## config.mk

```make
export PLATFORM = sky130hd
export DESIGN_NAME = signed_accum
export DESIGN_NICKNAME = d
export VERILOG_FILES = /design/src/rtl/accum_pkg.sv /design/src/rtl/sat_add.sv /design/src/rtl/signed_accum.sv
export SDC_FILE = /design/constraint.sdc
export NUM_CORES = 1
export LEC_CHECK = 0
export CAP_MARGIN = 30
export CELL_PAD_IN_SITES_DETAIL_PLACEMENT = 0
export CELL_PAD_IN_SITES_GLOBAL_PLACEMENT = 1
export CORE_ASPECT_RATIO = 0.6
export CORE_MARGIN = 2
export CORE_UTILIZATION = 31
export DETAILED_ROUTE_END_ITERATION = 7
export PLACE_DENSITY_LB_ADDON = 0.1
export SYNTH_ARGS = -nofsm -noshare
export SYNTH_HDL_FRONTEND = slang
export SYNTH_SLANG_ARGS = --single-unit
```

## constraint.sdc

```tcl
create_clock -name clk -period 2.2 [get_ports clk]
set_clock_uncertainty 0.1 [all_clocks]
set_input_delay 0.22 -clock clk [delete_from_list [all_inputs] [get_ports clk]]
set_output_delay 0.22 -clock clk [all_outputs]
set_load 0.005 [all_outputs]
```

## src/rtl/accum_pkg.sv

```systemverilog
// rtl/accum_pkg.sv - shared constants and types for the signed frame accumulator
package accum_pkg;

  // Default parameter values for signed_accum and sat_add
  localparam int DEF_WIDTH = 8;
  localparam int DEF_COUNT = 4;
  localparam int DEF_SAT   = 1;

  // Two-state frame FSM: collecting samples, or presenting a finished frame
  typedef enum logic {
    ACCUM = 1'b0,
    HOLD  = 1'b1
  } state_e;

  // Sample counter width; a single-sample frame still needs one bit of storage
  function automatic int cnt_width(input int count);
    int w;
    w = $clog2(count);
    return (w < 1) ? 1 : w;
  endfunction

endpackage

```

## src/rtl/sat_add.sv

```systemverilog
// rtl/sat_add.sv - two's-complement add with overflow detect and optional clamp
module sat_add
  import accum_pkg::*;
#(
  parameter int WIDTH = DEF_WIDTH,
  parameter int SAT   = DEF_SAT
) (
  input  logic [WIDTH-1:0] acc_i,
  input  logic [WIDTH-1:0] data_i,
  output logic [WIDTH-1:0] sum_o,
  output logic             ovf_o
);

  localparam logic [WIDTH-1:0] POS_MAX = {1'b0, {(WIDTH-1){1'b1}}};
  localparam logic [WIDTH-1:0] NEG_MIN = {1'b1, {(WIDTH-1){1'b0}}};

  logic [WIDTH-1:0] raw_sum;

  // Add, flag a sign flip between like-signed operands, clamp toward the operand sign
  always_comb begin
    raw_sum = acc_i + data_i;
    ovf_o   = (acc_i[WIDTH-1] == data_i[WIDTH-1]) &&
              (raw_sum[WIDTH-1] != acc_i[WIDTH-1]);
    sum_o   = raw_sum;
    if ((SAT != 0) && ovf_o) begin
      sum_o = acc_i[WIDTH-1] ? NEG_MIN : POS_MAX;
    end
  end

endmodule

```

## src/rtl/signed_accum.sv

```systemverilog
// rtl/signed_accum.sv - frame accumulator of COUNT signed samples with valid/ready handshakes
module signed_accum
  import accum_pkg::*;
#(
  parameter int WIDTH = DEF_WIDTH,
  parameter int COUNT = DEF_COUNT,
  parameter int SAT   = DEF_SAT
) (
  input  logic             clk,
  input  logic             rst_n,
  input  logic             clear,
  input  logic             in_valid,
  input  logic [WIDTH-1:0] in_data,
  output logic             in_ready,
  output logic             out_valid,
  output logic [WIDTH-1:0] out_data,
  output logic             out_ovf,
  input  logic             out_ready,
  output logic             sticky_ovf
);

  localparam int            CW       = cnt_width(COUNT);
  localparam logic [CW-1:0] CNT_LAST = CW'(COUNT - 1);

  state_e           state_q;
  logic [WIDTH-1:0] acc_q;
  logic [CW-1:0]    cnt_q;
  logic             frame_ovf_q;
  logic             sticky_q;

  logic [WIDTH-1:0] acc_d;
  logic             add_ovf;

  sat_add #(
    .WIDTH (WIDTH),
    .SAT   (SAT)
  ) u_sat_add (
    .acc_i  (acc_q),
    .data_i (in_data),
    .sum_o  (acc_d),
    .ovf_o  (add_ovf)
  );

  // Frame FSM with its datapath: clear beats everything, HOLD waits for the consumer
  always_ff @(posedge clk or negedge rst_n) begin
    if (!rst_n) begin
      state_q     <= ACCUM;
      acc_q       <= '0;
      cnt_q       <= '0;
      frame_ovf_q <= 1'b0;
      sticky_q    <= 1'b0;
    end else if (clear) begin
      state_q     <= ACCUM;
      acc_q       <= '0;
      cnt_q       <= '0;
      frame_ovf_q <= 1'b0;
      sticky_q    <= 1'b0;
    end else begin
      case (state_q)
        ACCUM: begin
          if (in_valid) begin
            acc_q       <= acc_d;
            frame_ovf_q <= frame_ovf_q | add_ovf;
            sticky_q    <= sticky_q | add_ovf;
            if (cnt_q == CNT_LAST) begin
              cnt_q   <= '0;
              state_q <= HOLD;
            end else begin
              cnt_q <= cnt_q + CW'(1);
            end
          end
        end
        HOLD: begin
          // Result is consumed; next frame starts from zero on the following cycle
          if (out_ready) begin
            state_q     <= ACCUM;
            acc_q       <= '0;
            cnt_q       <= '0;
            frame_ovf_q <= 1'b0;
          end
        end
        default: begin
          state_q <= ACCUM;
        end
      endcase
    end
  end

  // Handshake and result outputs decode directly from registered state
  assign in_ready   = (state_q == ACCUM);
  assign out_valid  = (state_q == HOLD);
  assign out_data   = out_valid ? acc_q : '0;
  assign out_ovf    = out_valid & frame_ovf_q;
  assign sticky_ovf = sticky_q;

endmodule

```

==> out/qor.yml <==
outcome:
  status: "completed"
setup_path:
  reg2reg_depth: 8
  startpoint: "acc_q[0]$_DFFE_PN0P_"
  crit_required_ns: 2.23
  crit_end: "acc_q[2]$_DFFE_PN0P_"
  arrival_ns: 2.16
  path_max_fanout: 3
  end_kind: "flip-flop"
  r2r-end: "acc_q[2]$_DFFE_PN0P_"
  critPathLaunchType: "flip-flop"
  crit_type: "reg -> reg"
  r2r-start: "acc_q[0]$_DFFE_PN0P_"
  r2r_setup_slack_ns: 0.07
finish:
  num_antenna_cells: 0
  fin_cells: 194
  final_cell_mix: "clkdlybuf4s50_1 (22), buf_4 (19), nor2_1 (15)"
  final.fill_count: 281
  areaGrowthSynthToFinish_pct: 57.12
  final_common_cell: "clkdlybuf4s50_1"
  fin_area_um2: 1476
  finalNetCount: 175
  multi_input_area_um2: 646.9
  drive_gt1_frac: 0.2368
  register_area_um2: 325.3
detailed_routing:
  ant_nets: 0
  dr_total_vias: 920
  wl_per_cell_um: 13.27
  drt-pass1-iter-count: 4
  drtIter0Drc: 40
  wl_um: 2574
  via_per_inst: 4.742
  route.detailed.drc: 0
floorplan:
  die_w_um: 75.08
  ioPinCount: 25
  fp-row-count: 15
  die_h_um: 46.65
  dieArea_um2: 3502
  core-area_um2: 2872
  start_util: 0.3272
timing:
  final-hold-violation-count: 0
  setup_slack_ns: 0.06796
  fin_crit_ns: 2.132
  maxSlewViolCount: 0
  rsz0062_at_grt: "true"
  fmax_mhz: 469.0
  fin_hold_ws_ns: 0.2592
  worstMarginPinSlew_ns: 0.6111
  setup-violations-final: 0
  period_share: 0.9691
  maxSlewHeadroom: 0.5914
cts:
  cts_buffers: 3
  cts.sinks: 13
  cts-root-buf: "clkbuf_8"
  worstSkewPairLatency_ns: 0.24
  hold_buffers: 0
  clkTransAtPathRegs_ns: 0.06
  clock_path_buffers: 2
  cts_tree: "done"
  htree_num_levels: 1
power:
  pwr-share-clk: 0.212
  swShare: 0.3462
  p_sw_uw: 350.7
  p_comb_frac: 0.463
  seq_power_share: 0.325
  ir_worst_vdd_v: 0.0003255
  power_leakage_uw: 0.0006436
  p_int_uw: 662.3
  powerDensity_nw_per_um2: 686.1
yosys:
  syn_area_um2: 939.7
  yosysTopAreaCell: "dfrtp_1"
  syn_nets: 128
  syn_inst: 106
  synth_seq_cells: 13
  synth_cell_types: 30
  synth_area_leaders: "dfrtp_1 (35%), ha_1 (11%), nor2_1 (6.0%)"
  yosysTopAreaCellShare: 0.3462
  yosysSeqAreaShare: 0.3462
  synth_warnings: 0
  avgSynthCellArea_um2: 8.865
place:
  gp_congestion: 0.7713
  io_buffer_count: 24
  dpl.hpwl_um: 1961
  place_ws_ns: -0.2582
  place_inst: 187
  place_area_um2: 1353
min_path:
  min_path_type: "in -> async"
global_route:
  grt_pass1_wl_um: 4043
  antenna_found_initial: 0
  grt_pass1_vias: 839
  grt_max_degree: 15
  track_usage: 0.1605
  overflow: 0
run:
  drv_cap: 0
-- metal layers --
metal	vias to the layer above	global-route usage	share of wire
met3	2	0.05689	0.057
li1	466	-	-
met4	0	0.01071	0.0039
met5	-	0	0
met2	22	0.2263	0.39
met1	430	0.2427	0.54
-- cell families (layout without fill, tap and decap cells) --
kind of cell,count (synthesis),count (layout),synth area share
buffers and inverters,5,51,0.01998
AND/OR/NAND/NOR,46,46,0.2543
adder cells (fa/ha/maj),9,9,0.1278
XOR/XNOR,5,5,0.04661
AO/OA/AOI/OAI,28,28,0.2051
flip-flops,13,13,0.3462
-- power groups by stage --
stage | Combinational [uW] | Sequential (uW) | Clock, uW
3_3_place_gp | 412 | 331 | 0
2_1_floorplan | 254 | 317 | 0
4_1_cts | 432 | 330 | 221
6_report | 469 | 329 | 215
5_1_grt | 514 | 336 | 232
3_5_place_dp | 416 | 332 | 0
-- critical path, cell delays in order (launching register included) --
cell and delay [ns]:
dfrtp_1 0.39, ha_2 0.20, buf_6 0.12, a211oi_4 0.33, nor3_4 0.08, nor4_4 0.31
buf_4 0.18, nor3b_4 0.04, a221o_1 0.26
-- final cells by class --
cell class | count | area share
clock buffers | 4 | 0.03051
repair buffers | 44 | 0.2678
well taps | 42 | 0.03559
flip-flops and latches | 13 | 0.2203
inverters | 3 | 0.007627
multi-input cells | 88 | 0.4381
-- per-stage QoR --
step / power (uW) / setup TNS (ns) / utilization
3_5_place_dp: 748.0 / -2.231 / 0.4710
5_1_grt: 1082 / -0.06570 / 0.5142
4_1_cts: 983.5 / 0 / 0.4946
6_report: 1013 / 0 / 0.5142
3_3_place_gp: 743.0 / -2.076 / 0.4710
2_1_floorplan: 571.0 / 0 / -
-- how the worst min path moves through the flow --
stage / end / start / slack, ns / cells past startpoint
after detailed placement: frame_ovf_q$_DFFE_PN0P_ / frame_ovf_q$_DFFE_PN0P_ / 0.40 / 2
after global routing: out_valid$_DFF_PN0_ / rst_n / 0.31 / 1
final: out_valid$_DFF_PN0_ / rst_n / 0.26 / 1
after CTS: out_valid$_DFF_PN0_ / rst_n / 0.29 / 1
after global placement: frame_ovf_q$_DFFE_PN0P_ / frame_ovf_q$_DFFE_PN0P_ / 0.37 / 2
after floorplan: acc_q[0]$_DFFE_PN0P_ / rst_n / -0.18 / 0
-- cell usage after synthesis --
master	count
fa_1	1
a21oi_1	4
o211ai_1	1
a221o_1	3
o21bai_1	2
or2_2	1
nor2_1	15
ha_1	8
o22ai_1	1
a31oi_1	1
or4_1	1
xnor2_1	2
o21ai_0	10
nor3_2	1
nand2_1	11
clkbuf_1	2
nand3_1	1
a211oi_1	2
o31a_2	1
o21ai_1	1
inv_1	3
a211oi_4	1
nor2b_1	1
nor3_1	4
nor3b_1	2
xor2_1	3
and2_1	8
a21boi_0	1
dfrtp_1	13
nor4_4	1
-- what timing repair did --
action                                 CTS  global route
setup buffers                            0             3
pin swaps                                2             4
setup endpoints to repair                2             8
resized for setup                        4            10
endpoints found under the hold margin    0             0
-- flip-flops by register name (all words and copies together), names as in the netlist --
signal	cells
frame_ovf_q	1
out_valid	1
cnt_q	2
sticky_ovf	1
acc_q	8
(Power assumes the default switching activity.)
